File: config.mk
export PLATFORM = sky130hd
export DESIGN_NAME = demux_bit_sequencer
export DESIGN_NICKNAME = d
export VERILOG_FILES = /design/src/rtl/demux_bit_sequencer.sv
export SDC_FILE = /design/constraint.sdc
export NUM_CORES = 1
export LEC_CHECK = 0
export CORE_MARGIN = 2
export CORE_UTILIZATION = 50
export CTS_BUF_LIST = sky130_fd_sc_hd__clkbuf_2 sky130_fd_sc_hd__clkbuf_4 sky130_fd_sc_hd__clkbuf_8
export DETAILED_ROUTE_END_ITERATION = 16
export GPL_TIMING_DRIVEN = 0
export PLACE_DENSITY = 0.94
export SETUP_SLACK_MARGIN = 0.4
export SLEW_MARGIN = 10
export SYNTH_ARGS = -nofsm -noshare
export SYNTH_HDL_FRONTEND = slang
export SYNTH_SLANG_ARGS = --single-unit
File: constraint.sdc
create_clock -name clk_i -period 2.9 [get_ports clk_i]
set_clock_uncertainty 0.15 [all_clocks]
set_input_delay 0.435 -clock clk_i [delete_from_list [all_inputs] [get_ports clk_i]]
set_output_delay 0.435 -clock clk_i [all_outputs]
set_load 0.02 [all_outputs]
File: src/rtl/demux_bit_sequencer.sv
// Feeds the 1-to-8 bit demultiplexer: takes an 8-bit word over valid/ready and
// plays it out one bit per lane, stepping the select 0..7.
module demux_bit_sequencer #(
    parameter int HOLD_CYCLES = 1,
    parameter bit LSB_FIRST   = 1'b1
) (
    input  logic       clk_i,
    input  logic       rst_i,
    input  logic [7:0] s_data_i,
    input  logic       s_valid_i,
    output logic       s_ready_o,
    input  logic       abort_i,
    output logic       dm_in_o,
    output logic [2:0] dm_sel_o,
    output logic       dm_valid_o,
    output logic       busy_o,
    output logic       done_o
);

    localparam int HW = (HOLD_CYCLES > 1) ? $clog2(HOLD_CYCLES) : 1;
    localparam logic [HW-1:0] HOLD_LAST = HW'(HOLD_CYCLES - 1);

    typedef enum logic {IDLE, SEND} state_t;

    state_t        state_q;
    logic [2:0]    lane_q;
    logic [HW-1:0] hold_q;
    logic [7:0]    word_q;
    logic          dm_in_q;
    logic          ready_q;
    logic          done_q;

    logic [7:0]    word_d;
    logic          accept;
    logic          hold_end;
    logic          lane_end;

    // word_d is pre-ordered so lane k always takes bit k, whatever LSB_FIRST says
    always_comb begin
        word_d = s_data_i;
        if (!LSB_FIRST) begin
            for (int i = 0; i < 8; i++) begin
                word_d[i] = s_data_i[7-i];
            end
        end
        accept   = s_valid_i && s_ready_o;
        hold_end = (hold_q == HOLD_LAST);
        lane_end = (lane_q == 3'd7);
    end

    assign s_ready_o  = ready_q && !abort_i;
    assign dm_in_o    = dm_in_q;
    assign dm_sel_o   = lane_q;
    assign dm_valid_o = (state_q == SEND);
    assign busy_o     = (state_q == SEND);
    assign done_o     = done_q;

    // Accept is only possible in IDLE or in the final hold cycle of lane 7,
    // so a SEND-state accept always completes a word and reloads without a bubble.
    always_ff @(posedge clk_i or posedge rst_i) begin
        if (rst_i) begin
            state_q <= IDLE;
            lane_q  <= 3'd0;
            hold_q  <= '0;
            word_q  <= 8'd0;
            dm_in_q <= 1'b0;
            ready_q <= 1'b1;
            done_q  <= 1'b0;
        end else begin
            done_q <= 1'b0;
            if (abort_i) begin
                state_q <= IDLE;
                lane_q  <= 3'd0;
                hold_q  <= '0;
                word_q  <= 8'd0;
                dm_in_q <= 1'b0;
                ready_q <= 1'b1;
            end else if (accept) begin
                done_q  <= (state_q == SEND);
                state_q <= SEND;
                lane_q  <= 3'd0;
                hold_q  <= '0;
                dm_in_q <= word_d[0];
                word_q  <= {1'b0, word_d[7:1]};
                ready_q <= 1'b0;
            end else if (state_q == SEND) begin
                if (!hold_end) begin
                    hold_q  <= hold_q + 1'b1;
                    ready_q <= lane_end && ((hold_q + 1'b1) == HOLD_LAST);
                end else if (!lane_end) begin
                    hold_q  <= '0;
                    lane_q  <= lane_q + 3'd1;
                    dm_in_q <= word_q[0];
                    word_q  <= {1'b0, word_q[7:1]};
                    ready_q <= (lane_q == 3'd6) && (HOLD_LAST == '0);
                end else begin
                    done_q  <= 1'b1;
                    state_q <= IDLE;
                    lane_q  <= 3'd0;
                    hold_q  <= '0;
                    dm_in_q <= 1'b0;
                    ready_q <= 1'b1;
                end
            end
        end
    end

endmodule

# After elaboration in Yosys (flattened, before gate mapping)
# Index checks and enable logic that the tools add are counted.
[totals]
reg_bits = 16
in_bits = 12
output_inout_bits = 8
wordCells = 55
[op_classes]
addsub = 2
reduce_logical = 7
n_eq_ne = 4
muxes = 34
bitwise = 1
[op_table]
columns = ["cell", "n"]
rows = [
  ["two-way mux 8 bit", 5],
  ["two-way mux 1 bit", 24],
  ["two-way mux 3 bit", 5],
  ["== test 3 bit, second input constant", 2],
  ["adder 3 x 1 -> 3 bit, second input constant", 1],
  ["logical AND 1 bit", 3],
  ["!= test 3 x 2 -> 1 bit, second input constant", 1],
  ["!= test 3 bit, second input constant", 1],
  ["AND reduction 3 bit", 1],
  ["nonzero test 3 bit", 1],
  ["AND reduction 2 bit", 1],
  ["adder 1 bit, second input constant", 1],
  ["logical NOT 1 bit", 1],
  ["inverter 1 bit", 1],
]

# Logic depth before layout (Yosys ltp)
# Gate-level depths: netlist of run 1.
[logic_depth]
ltp_word = 7
mapped_depth = 6
mapped_depth_nobuf = 5

# Worst setup path before layout of run 1
# OpenSTA, ideal clock, no wires.
[synth_timing]
path_kind = "register to register"
from = "register lane_q[0], in the netlist dm_sel_o[0]"
to = "register word_q[0]"
path_stages_with_launch = 7
slack_ns = 1.265
t_arrival_ns = 1.362
path_cell_list = "dfrtp_1 > ha_1 > ha_1 > nor2b_4 > buf_6 > mux2i_1 > o21ai_1"
[synth_via]
elab_chain_cells = 3
[synth_rtl]
columns = ["element", "line", "rtl"]
rows = [
  ["start: declaration", "26", "logic [2:0] lane_q;"],
  ["start signal: assignment", "92", "lane_q <= lane_q + 3'd1;"],
  ["== test 3 bit", "48", "lane_end = (lane_q == 3'd7);"],
  ["!= test 3 bit (no source line)", "--", ""],
  ["AND reduction 3 bit (no source line)", "--", ""],
  ["end signal: assignment", "84", "word_q <= {1'b0, word_d[7:1]};"],
  ["end signal: assignment", "94", "word_q <= {1'b0, word_q[7:1]};"],
  ["end: declaration", "28", "logic [7:0] word_q;"],
]
# No other way between the ends.
# A chain may end at the register's enable or synchronous reset.

# Final worst setup path of run 1
[layout_timing]
from = "input abort_i"
to = "output s_ready_o"
[layout_via]
elab_chain_cells = 2
[layout_rtl]
columns = ["element", "line", "rtl"]
rows = [
  ["start: declaration", "12", "input logic abort_i,"],
  ["logical NOT 1 bit", "51", "assign s_ready_o = ready_q && !abort_i;"],
  ["logical AND 1 bit", "51", ""],
  ["end: declaration", "11", "output logic s_ready_o,"],
]
# No other way between the ends.

==> impl_metrics.py, run 1 <==
metrics = {
    "setup_path": {
        "rrSetupSlack_ns": 1.24,
        "crit_type": "in2out",
        "cp.arrival_ns": 1.66,
        "slowest_delay_ns": 0.60,
        "reg2reg_depth": 5,
        "crit_required_ns": 2.32,
        "worst_setup_path_start_kind": "input pin",
        "r2r_start": "dm_sel_o[1]",
        "path_buf_inv": 2,
        "crit_chain": "clkdlybuf4s50_1 > nor2b_1 > clkdlybuf4s50_1",
        "crit_fanout": 6,
        "cp_slowest_cell": "clkdlybuf4s50_1",
        "cp_common_cell": "clkdlybuf4s50_1",
        "endpoint_kind": "output port",
        "path_delay_family": "buffers and inverters",
        "reg2reg_to": "word_q[3]",
    },
    "detailed_routing": {
        "ant_nets": 0,
        "drtIter0Drc": 7,
        "via_per_inst": 4.94,
        "dr_wl_met2_um": 593,
        "routedWlPerCell_um": 12.2,
        "drtPass1Iterations": 2,
        "highest_layer": "met4",
        "drcViolationCount": 0,
        "met1_length_um": 615,
        "wirelength_mm": 1.31,
        "vias": 529,
        "route.met3.wl_um": 83,
    },
    "pwr": {
        "ir_worst_vdd_v": 0.000271,
        "total_leakage_power_nw": 0.456,
        "power_density_mw_per_mm2": 448,
    },
    "clocking": {
        "numClockSinks": 14,
        "clock_latency_ns": 0.28,
        "root_buffer": "clkbuf_4",
        "clock_path_buffers": 2,
        "post_cts_resized": 0,
        "cts_tree": "done",
        "cts_setup_buffers": 0,
        "cts_buffers": 3,
        "path_clk_slew_ns": 0.08,
        "h-tree-depth": 1,
        "hold_buffers": 0,
    },
    "cells_and_area": {
        "drive_gt1_share_pct": 13.0,
        "final_util_pct": 72.9,
        "area_growth_pct": 33.1,
        "layout.nets": 109,
        "fin_area_um2": 961,
        "insertedDiodeCount": 0,
        "fill_cells": 105,
    },
    "global_route": {
        "grt_pass1_wl_mm": 2.28,
        "grt_max_degree": 15,
        "grt_pass1_vias": 544,
        "antenna_found_initial": 0,
        "overflow": 0,
        "track_usage_pct": 17.8,
    },
    "placed_design": {
        "place.gp.congestion": 0.753,
        "hpwlAfterDp_um": 960,
        "io_buffers": 19,
        "place_area_um2": 931,
    },
    "worst_hold_path": {
        "min_path_type": "in2async",
    },
    "die": {
        "io_pins": 20,
        "coreArea_mm2": 0.00132,
        "die_w_um": 42,
        "design.die.area_mm2": 0.00176,
        "start_util_pct": 54.8,
        "floorplan.rows": 13,
        "die_y_um": 42,
    },
    "synth": {
        "synth.area.top_cells": "dfrtp_1, mux2i_1, ha_1, nand2_1, dfstp_2",
        "yosysWarnings": 0,
        "syn-num-nets": 85,
        "synth_top_area_share_pct": 45.1,
        "synth_area_leader_cell": "dfrtp_1",
        "synthCells": 69,
        "ys_ff_latch": 14,
        "syn-cell-area_um2": 722,
        "syn_area_per_cell_um2": 10.5,
        "synth.yosys.seq_area_share_pct": 48.7,
        "ys_types": 21,
    },
    "timing": {
        "fmax_ghz": 0.445,
        "setup_viol": 0,
        "finalCritPeriodShare_pct": 77.5,
        "slew_violations": 0,
        "rsz0062_at_grt": "false",
        "tightestPinTransition_ns": 0.516,
        "period_needed_ns": 2.25,
        "hold_violations": 0,
        "tns_ns": 0,
        "worst_slew_margin_rel_pct": 65.6,
    },
    "run": {
        "maxCapViolCount": 0,
    },
    "status": {
        "status": "completed",
    },
}
cell families after synthesis:
family | share of synthesized area [%]
flip-flops | 48.7
AND/OR/NAND/NOR | 15.1
AO/OA/AOI/OAI | 10.7
multiplexers | 11.1
buffers and inverters | 7.45
adder cells (fa/ha/maj) | 6.93
worst max-delay path by stage:
stage	cells past startpoint	endpoint	startpoint	slack (ns)
6_report	3	s_ready_o	abort_i	0.65
5_1_grt	3	s_ready_o	abort_i	0.58
4_1_cts	3	s_ready_o	abort_i	0.65
3_5_place_dp	3	s_ready_o	abort_i	0.66
3_3_place_gp	3	s_ready_o	abort_i	0.65
2_1_floorplan	6	word_q[0]	dm_sel_o[0]	1.27
metrics by stage:
step / worst slack, ns / hold slack, ns / instances / power, W
final: 0.653 / 0.330 / 107 / 0.000431
after global routing: 0.582 / 0.381 / 107 / 0.000456
after CTS: 0.654 / 0.339 / 107 / 0.000437
after detailed placement: 0.658 / 0.386 / 103 / 0.000314
after global placement: 0.649 / 0.371 / 103 / 0.000311
after floorplan: 1.27 / 0.174 / 69 / 0.000275
layout by cell type, fill, tap and decap left out, types with 2 or more instances in the layout:
cell type	Yosys	routed
mux2i_1	8	8
ha_1	4	4
nand2b_1	2	2
inv_1	3	3
o21ai_1	4	4
nor2_1	4	4
a21oi_1	2	2
buf_6	2	2
o21ai_0	5	5
a211oi_1	2	2
buf_4	2	2
clkbuf_4	0	4
clkdlybuf4s50_1	0	19
nand2_1	10	10
dfrtp_1	13	13
Yosys cell counts:
library cell	instances
dfrtp_1	13
nand2_1	10
mux2i_1	8
o21ai_0	5
ha_1	4
nor2_1	4
o21ai_1	4
inv_1	3
a211oi_1	2
a21oi_1	2
buf_4	2
buf_6	2
nand2b_1	2
and3b_1	1
and3b_2	1
buf_2	1
dfstp_2	1
nor2b_1	1
nor2b_4	1
nor3_1	1
o21bai_1	1
state kept, by name, summed over array words and instances, names as in the netlist:
| name | count |
|---|---|
| busy_o | 1 |
| dm_in_o | 1 |
| dm_sel_o | 3 |
| done_o | 1 |
| ready_q | 1 |
| word_q | 7 |
worst reg2reg max path: cells and delay by family, from the launching register on:
kind	cells	cell delay, ns
adder cells (fa/ha/maj)	2	0.46
flip-flops	1	0.42
AND/OR/NAND/NOR	1	0.25
multiplexers	1	0.15
AO/OA/AOI/OAI	1	0.15
per-layer routing:
layer	track usage, %	up-vias
met3	8.19	2
li1	-	276
met5	0	-
met2	29.1	16
met4	5.81	0
met1	20.5	235
area by class of cell:
class                           instances  area (um2)  area share (%)
Buffer                                  5        42.5            4.43
Tap cell                               15        18.8            1.95
Sequential cell                        14         352            36.6
Timing Repair Buffer                   19         190            19.8
Inverter                                3        11.3            1.17
Multi-Input combinational cell         47         317            32.9
Clock buffer                            4        30.0            3.12
power by group:
group	internal (W)	total, W	switching (W)
registers	0.000209	0.000217	0.00000835
logic	0.0000497	0.0000925	0.0000428
clock network	0.0000628	0.000121	0.0000586
Note: power is estimated with default switching activity, not from simulation.
==> run 2, diff against run 1 <==
Settings changed: CORE_UTILIZATION 50 to 43, PLACE_DENSITY 0.94 to 0.87.
Clock period 2.9 ns to 1.9 ns, I/O delays scaled along.
==> impl_metrics.py, run 2 (same netlist as run 1, synthesis figures left out) <==
metrics = {
    "die": {
        "start_util_pct": 46.8,
        "floorplan.rows": 14,
        "io_pins": 20,
        "design.die.area_mm2": 0.00202,
        "coreArea_mm2": 0.00154,
        "die_w_um": 45.0,
        "die_y_um": 45.0,
    },
    "setup_path": {
        "worst_setup_path_start_kind": "flip-flop",
        "crit_type": "reg2out",
        "reg2reg_depth": 6,
        "endpoint_kind": "output port",
        "crit_fanout": 4,
        "rrSetupSlack_ns": 0.37,
        "cp.arrival_ns": 1.13,
        "crit_required_ns": 1.46,
        "setup.worst_path.end": "s_ready_o",
        "r2r_start": "dm_sel_o[0]",
        "cp-startpoint": "ready_q",
        "reg2reg_to": "word_q[2]",
    },
    "clocking": {
        "hold_buffers": 0,
        "h-tree-depth": 1,
        "cts_tree": "done",
        "cts_buffers": 3,
        "clock_path_buffers": 2,
        "root_buffer": "clkbuf_4",
        "numClockSinks": 14,
        "path_clk_slew_ns": 0.09,
        "clock_latency_ns": 0.27,
    },
    "placed_design": {
        "dp_slack_ns": -0.0803,
        "io_buffers": 19,
        "placedCellCount": 104,
        "hpwlAfterDp_mm": 1.05,
        "place.gp.congestion": 0.815,
    },
    "run": {
        "maxCapViolCount": 0,
    },
    "detailed_routing": {
        "drtPass1Iterations": 3,
        "drcViolationCount": 0,
        "vias": 563,
        "ant_nets": 0,
        "drtIter0Drc": 6,
        "wirelength_mm": 1.49,
        "via_per_inst": 5.12,
        "routedWlPerCell_um": 13.6,
    },
    "timing": {
        "worst_slew_margin_rel_pct": 64.9,
        "setup_viol": 0,
        "setup_slack_ns": 0.337,
        "tightestPinTransition_ns": 0.526,
        "period_needed_ns": 1.56,
        "hold_violations": 0,
        "rsz0062_at_grt": "true",
        "fmax_ghz": 0.640,
        "slew_violations": 0,
        "finalCritPeriodShare_pct": 82.3,
    },
    "global_route": {
        "antenna_found_initial": 0,
        "grt_pass1_vias": 571,
        "grt_pass1_wl_mm": 2.46,
        "track_usage_pct": 16.7,
        "grt_max_degree": 15,
        "overflow": 0,
    },
    "worst_hold_path": {
        "min_path_type": "in2async",
    },
    "status": {
        "status": "completed",
    },
    "pwr": {
        "power_density_mw_per_mm2": 690,
        "total_leakage_power_nw": 0.479,
        "ir_worst_vdd_v": 0.000400,
    },
    "cells_and_area": {
        "largest_register": "word_q",
        "finalNonFillerCells": 110,
        "final_common_cell": "clkdlybuf4s50_1",
        "fill_cells": 138,
        "final_cell_mix": "clkdlybuf4s50_1, nand2_1, dfrtp_1",
        "insertedDiodeCount": 0,
        "largest_reg_flops": 7,
        "drive_gt1_share_pct": 24.5,
        "layout.nets": 111,
        "area_growth_pct": 39.3,
    },
}
run 2: changes by cell type in the layout (fill, tap and decap cells not counted), moves of 2 or more:
cell | previous run | this run
buf_2 | 1 | 3
dfrtp_1 | 13 | 10
clkdlybuf4s50_1 | 19 | 11
ha_1 | 4 | 2
dfrtp_2 | 0 | 3
dlygate4sd2_1 | 0 | 4
buf_4 | 2 | 4
ha_4 | 0 | 2
run 2: critical path, stage by stage, from the launching register on:
cell     delay [ns]
dfstp_2        0.55
nor2b_1        0.13
buf_2          0.17
run 2: per-stage QoR:
step	area, um2	power [W]	hold WS [ns]	setup TNS (ns)	util (%)
finish	1010	0.000694	0.188	0	65.3
global placement	960	0.000479	0.368	-0.0315	62.3
global route	1010	0.000727	0.242	0	65.3
CTS	1010	0.000696	0.215	0	65.3
floorplan	749	0.000422	0.0234	0	-
detailed placement	960	0.000484	0.385	-0.0803	62.3
run 2: area by class of cell:
class	instances	area, um2	area share, %
timing repair buffer	21	191	19.0
sequential	14	355	35.3
tap	16	20.0	1.99
buffer	5	42.5	4.23
inverter	3	11.3	1.12
multi-input combinational	47	349	34.7
clock buffer	4	36.3	3.61
run 2: report_power, final:
part | switching (W) | leakage [nW] | internal, W | total [W]
Combinational | 0.0000720 | 0.276 | 0.0000732 | 0.000145
Clock | 0.000100 | 0.0210 | 0.000116 | 0.000216
Sequential | 0.0000137 | 0.181 | 0.000319 | 0.000333
run 2: worst min-delay path by stage:
stage | cells past startpoint | end | start
floorplan | 1 | busy_o | rst_i
detailed placement | 2 | word_q[6] | word_q[6]
global route | 2 | word_q[1] | rst_i
finish | 2 | word_q[1] | rst_i
CTS | 2 | word_q[5] | rst_i
global placement | 2 | word_q[6] | word_q[6]
run 2: timing repair:
action	in CTS	in global routing
hold endpoints to repair	0	0
resized for setup	14	6
pin swaps	0	3
buffers inserted	1	1
setup endpoints to repair	14	11
run 2: metal layers:
| layer | GRT usage (%) | vias up | share of wire [%] |
|---|---|---|---|
| met2 | 29.1 | 11 | 49 |
| met4 | 4.71 | 0 | 0 |
| met5 | 0 | - | 0 |
| li1 | - | 281 | - |
| met3 | 2.80 | 0 | 3.2 |
| met1 | 21.2 | 271 | 48 |
==> run 3, diff against run 2 <==
Settings changed: CORE_UTILIZATION 43 to 48, PLACE_DENSITY 0.87 to 0.91.
Clock period 1.9 ns to 1.53 ns, I/O delays scaled along.
==> impl_metrics.py, run 3 (same netlist as run 1, synthesis figures left out) <==
metrics = {
    "detailed_routing": {
        "drtIter0Drc": 32,
        "drtPass1Iterations": 4,
        "vias": 697,
        "via_per_inst": 5.76,
        "ant_nets": 0,
        "wirelength_mm": 2.31,
        "drcViolationCount": 0,
        "routedWlPerCell_um": 19.1,
    },
    "cells_and_area": {
        "largest_register": "word_q",
        "layout.nets": 123,
        "final_util_pct": 87.8,
        "fill_cells": 65,
        "insertedDiodeCount": 0,
        "largest_reg_flops": 7,
        "final_cell_mix": "buf_6, buf_4, dfrtp_1, clkdlybuf4s50_1, nand2_1",
        "area_growth_pct": 64.1,
        "final_common_cell": "buf_6",
        "drive_gt1_share_pct": 47.2,
    },
    "die": {
        "io_pins": 20,
        "coreArea_mm2": 0.00135,
        "die_w_um": 42.8,
        "die_y_um": 42.8,
        "floorplan.rows": 13,
        "start_util_pct": 53.5,
        "design.die.area_mm2": 0.00183,
    },
    "clocking": {
        "hold_buffers": 0,
        "clock_path_buffers": 2,
        "clock_latency_ns": 0.29,
        "root_buffer": "clkbuf_4",
        "path_clk_slew_ns": 0.10,
        "cts_tree": "done",
        "numClockSinks": 14,
        "h-tree-depth": 1,
        "cts_buffers": 3,
    },
    "global_route": {
        "grt_pass1_vias": 630,
        "antenna_found_initial": 0,
        "overflow": 0,
        "track_usage_pct": 23.0,
        "grt_max_degree": 15,
        "grt_pass1_wl_mm": 2.99,
    },
    "setup_path": {
        "endpoint_kind": "flip-flop",
        "crit_fanout": 5,
        "cp.arrival_ns": 1.64,
        "crit_required_ns": 1.57,
        "crit_type": "reg2reg",
        "worst_setup_path_start_kind": "flip-flop",
    },
    "timing": {
        "setup_slack_ns": -0.0692,
        "worst_slew_margin_rel_pct": 61.8,
        "tns_ns": -0.229,
        "period_needed_ns": 1.60,
        "setup_viol": 7,
        "timing.hold.ws_ns": 0.159,
        "rsz0062_at_grt": "true",
        "fmax_ghz": 0.625,
        "finalCritPeriodShare_pct": 105,
        "hold_violations": 0,
        "tightestPinTransition_ns": 0.572,
        "slew_violations": 0,
    },
    "status": {
        "status": "finished, violations left",
        "violations": "negative setup slack",
    },
    "placed_design": {
        "place.gp.congestion": 0.765,
        "hpwlAfterDp_mm": 1.14,
        "dp_slack_ns": -0.343,
        "io_buffers": 19,
    },
    "worst_hold_path": {
        "min_path_type": "in2async",
    },
    "pwr": {
        "total_leakage_power_nw": 0.556,
        "total_power_w": 0.000923,
        "ir_worst_vdd_v": 0.000546,
        "power_density_mw_per_mm2": 779,
    },
    "run": {
        "maxCapViolCount": 0,
    },
}
-- run 3: cell count changes in the layout (fill, tap and decap cells not counted), sizes merged --
cell           change
buf               +18
clkdlybuf4s15      -2
clkdlybuf4s50      -1
dlygate4sd2        -3
-- run 3: what timing repair did --
| item | in CTS | in global routing |
|---|---|---|
| gates resized for setup | 61 | 12 |
| setup endpoints to repair | 22 | 22 |
| buffers inserted | 9 | 5 |
| pin swaps | 5 | 6 |
-- run 3: worst max-delay path, stage by stage (launching register included) --
cell,delay (ns)
dfrtp_2,0.44
ha_4,0.18
ha_4,0.17
nor2b_4,0.11
buf_6,0.13
mux2i_1,0.23
o21ai_1,0.08
-- run 3: stage by stage --
step	area, um2	cells
2_1_floorplan	757	69
3_5_place_dp	966	103
6_report	1180	121
5_1_grt	1180	121
3_3_place_gp	966	103
4_1_cts	1110	116
-- run 3: final timing paths --
| path | depth (start not counted) | endpoint | start | slack (ns) |
|---|---|---|---|---|
| setup / recovery | 6 | word_q[4] | dm_sel_o[1] | -0.07 |
| hold / removal | 2 | word_q[4] | rst_i | 0.16 |
| setup reg to reg | 6 | word_q[4] | dm_sel_o[1] | -0.07 |
| hold reg to reg | 2 | word_q[6] | word_q[6] | 0.43 |
| max in group asynchronous | 2 | dm_sel_o[2] | rst_i | 0.65 |
| min in group clk_i | 2 | busy_o | abort_i | 0.22 |
-- run 3: where the power goes --
| group | internal, W | switching, W |
|---|---|---|
| Sequential | 0.000396 | 0.0000221 |
| Clock | 0.000119 | 0.000133 |
| Combinational | 0.000138 | 0.000114 |
-- run 3: layout make-up --
class                   count  area, um2  share of cell area, %
plain buffers               5       52.6                   4.44
well taps                  15       18.8                   1.58
clock buffers               4       30.0                   2.53
flip-flops and latches     14        355                   30.0
repair buffers             33        323                   27.2
inverters                   3       11.3                  0.950
multi-input cells          47        394                   33.3
-- run 3: layer usage --
layer	share of wire (%)	wire, um	vias up	global-route usage [%]
li1	-	-	307	-
met1	35	805	339	26.0
met2	54	1240	43	39.4
met3	8.6	198	8	5.11
met4	3.0	69	0	12.5
met5	0	0	-	0
==> patch (settings of run 2) <==
Reset style: synchronous (`rst_i`), changed in one clocked block.
--- a/src/rtl/demux_bit_sequencer.sv
+++ b/src/rtl/demux_bit_sequencer.sv
@@ -59,3 +59,3 @@
     // so a SEND-state accept always completes a word and reloads without a bubble.
-    always_ff @(posedge clk_i or posedge rst_i) begin
+    always_ff @(posedge clk_i) begin
         if (rst_i) begin
Formal check against the unedited RTL: differs if rst_i is asserted again (counterexample within 4 cycles, from zero or initial values and one cycle with rst_i high); with rst_i held inactive, the same outputs for 10 cycles.
==> patch against run 2 <==
  * Worst hold slack improved by 0.14 ns
  * Power decreased by 15%
  * Critical path type is now flip-flop to flip-flop
  * Sequential share of layout area fell by 4.8 points
  * Routed wire length shrank 15%
  * First-iteration DRC count fell by 33%
  * Critical path depth is 4 higher
  * Setup slack improved by 0.11 ns
  * Cell area decreased by 5.0%
  * Sequential cell count is the same
  * Global-route usage down 1.4 points
  * Register-to-register slack improved by 0.08 ns
  * Via count is 2.5% lower
  * Synthesized area decreased by 6.2%
==> patch: results (changes against run 2) <==
Status
Run status: complete, no violations (unchanged).

Placement
The placed cell area is 900 um^2 (was 960 um^2). The routability congestion estimate is 0.751 (was 0.815). The worst slack at placement was -0.135 ns (was -0.0803 ns).

The half-perimeter wire length after placement is 946 um (was 1.05 mm).

Yosys
The async set-reset flop share out of synthesis is 0 (was 1.00). The average cell area after synthesis came to 10.1 um^2 (was 10.5 um^2). Leading cell types by count after synthesis: 14 x sky130_fd_sc_hd__dfxtp_1, 8 x sky130_fd_sc_hd__a21oi_1, 8 x sky130_fd_sc_hd__mux2i_1, 8 x sky130_fd_sc_hd__o21ai_0, 4 x sky130_fd_sc_hd__nand2b_1 (was 13 x sky130_fd_sc_hd__dfrtp_1, 10 x sky130_fd_sc_hd__nand2_1, 8 x sky130_fd_sc_hd__mux2i_1, 5 x sky130_fd_sc_hd__o21ai_0). Cells taking the most area after synthesis: sky130_fd_sc_hd__dfxtp_1 41%, sky130_fd_sc_hd__mux2i_1 12%, sky130_fd_sc_hd__a21oi_1 5.9%, sky130_fd_sc_hd__o21ai_0 5.9%, sky130_fd_sc_hd__ha_1 5.5% (was sky130_fd_sc_hd__dfrtp_1 45%, sky130_fd_sc_hd__mux2i_1 11%, sky130_fd_sc_hd__ha_1 6.9%, sky130_fd_sc_hd__nand2_1 5.2%, sky130_fd_sc_hd__dfstp_2 3.6%). The sequential share of the synthesized area is 0.414 (was 0.487).

The synthesis warning total is 0 (unchanged).

Routing
The wire length on met3 is 56 um (was 48 um). The met2 wire length came to 610 um (was 727 um). The detail-routed via count per cell is 5.18 (was 5.12). The number of DRC markers after the initial detailed-route iteration is 4 (was 6). The wire length per cell after detailed routing is 11.9 um (was 13.6 um). The highest routed metal layer is met4 (was met3).

The total vias in the final route came to 549 (was 563).

Global route
The via count of the first global-routing pass is 531 (was 571). The global routing met3 resource utilization is 0.0292 (was 0.0280). The total track usage came to 0.153 (was 0.167).

The met1 usage in global routing was 0.193 (was 0.212). The wire length of the first global-routing pass came to 2.19 mm (was 2.46 mm). The routing usage on met2 is 0.241 (was 0.291).

Pwr
The largest vdd supply drop is 0.456 mV (was 0.400 mV). The net load switching power was 0.000132 W (was 0.000186 W). The power density over the cells came to 620 nW/um^2 (was 690 nW/um^2). The sequential cell fraction of total power came to 0.514 (was 0.479).

Layout
The fraction of layout instances using a drive strength above 1 is 0.289 (was 0.245).

Hold path
The type of the tightest min-delay check is flip-flop to flip-flop (was input pin to async pin).

Clock network
The count of cells resized by post-cts repair is 13 (was 14).

STA
The worst max-slew margin expressed relative to the limit was 0.763 (was 0.649). The worst hold margin came to 0.327 ns (was 0.188 ns).

Setup path
The cell with the largest stage delay on the worst path is sky130_fd_sc_hd__dfxtp_4 (was sky130_fd_sc_hd__dfstp_2). The flop-to-flop setup slack is 0.45 ns (was 0.37 ns). The worst stage delay on the critical path is 0.37 ns (was 0.55 ns). The arrival time at the worst endpoint was 1.47 ns (was 1.13 ns). The biggest fanout along the worst timing path is 7 (was 4).

Floorplan
The die width is 43.7 um (was 45.0 um).
## patch: changes by cell type after synthesis, sizes merged, moves of 2 or more
cell,delta
nand2,-8
dfrtp,-13
a211oi,-2
inv,-3
a21oi,+7
nand2b,+2
dfxtp,+14
nand3b,+3
a31oi,+2
## patch: cell type report
class	count	area (um^2)
tap	16	20.0
timing repair buffer	19	179
clock buffer	4	36.3
multi-input combinational	49	390
buffer	4	38.8
fill	125	533
sequential	14	292
## patch: logic make-up after synthesis
family                   count (synthesis)  synth area share
flip-flops                              14             0.414
multiplexers                             8             0.118
adder cells (fa/ha/maj)                  3            0.0555
AND/OR/NAND/NOR                         18             0.190
AO/OA/AOI/OAI                           20             0.165
buffers and inverters                    4            0.0573
## patch: final timing paths
check,from,endpoint,cells past startpoint
max,dm_sel_o[0],word_q[2],6
min,word_q[6],word_q[6],2
max reg2reg,dm_sel_o[0],word_q[2],6
min reg2reg,word_q[6],word_q[6],2
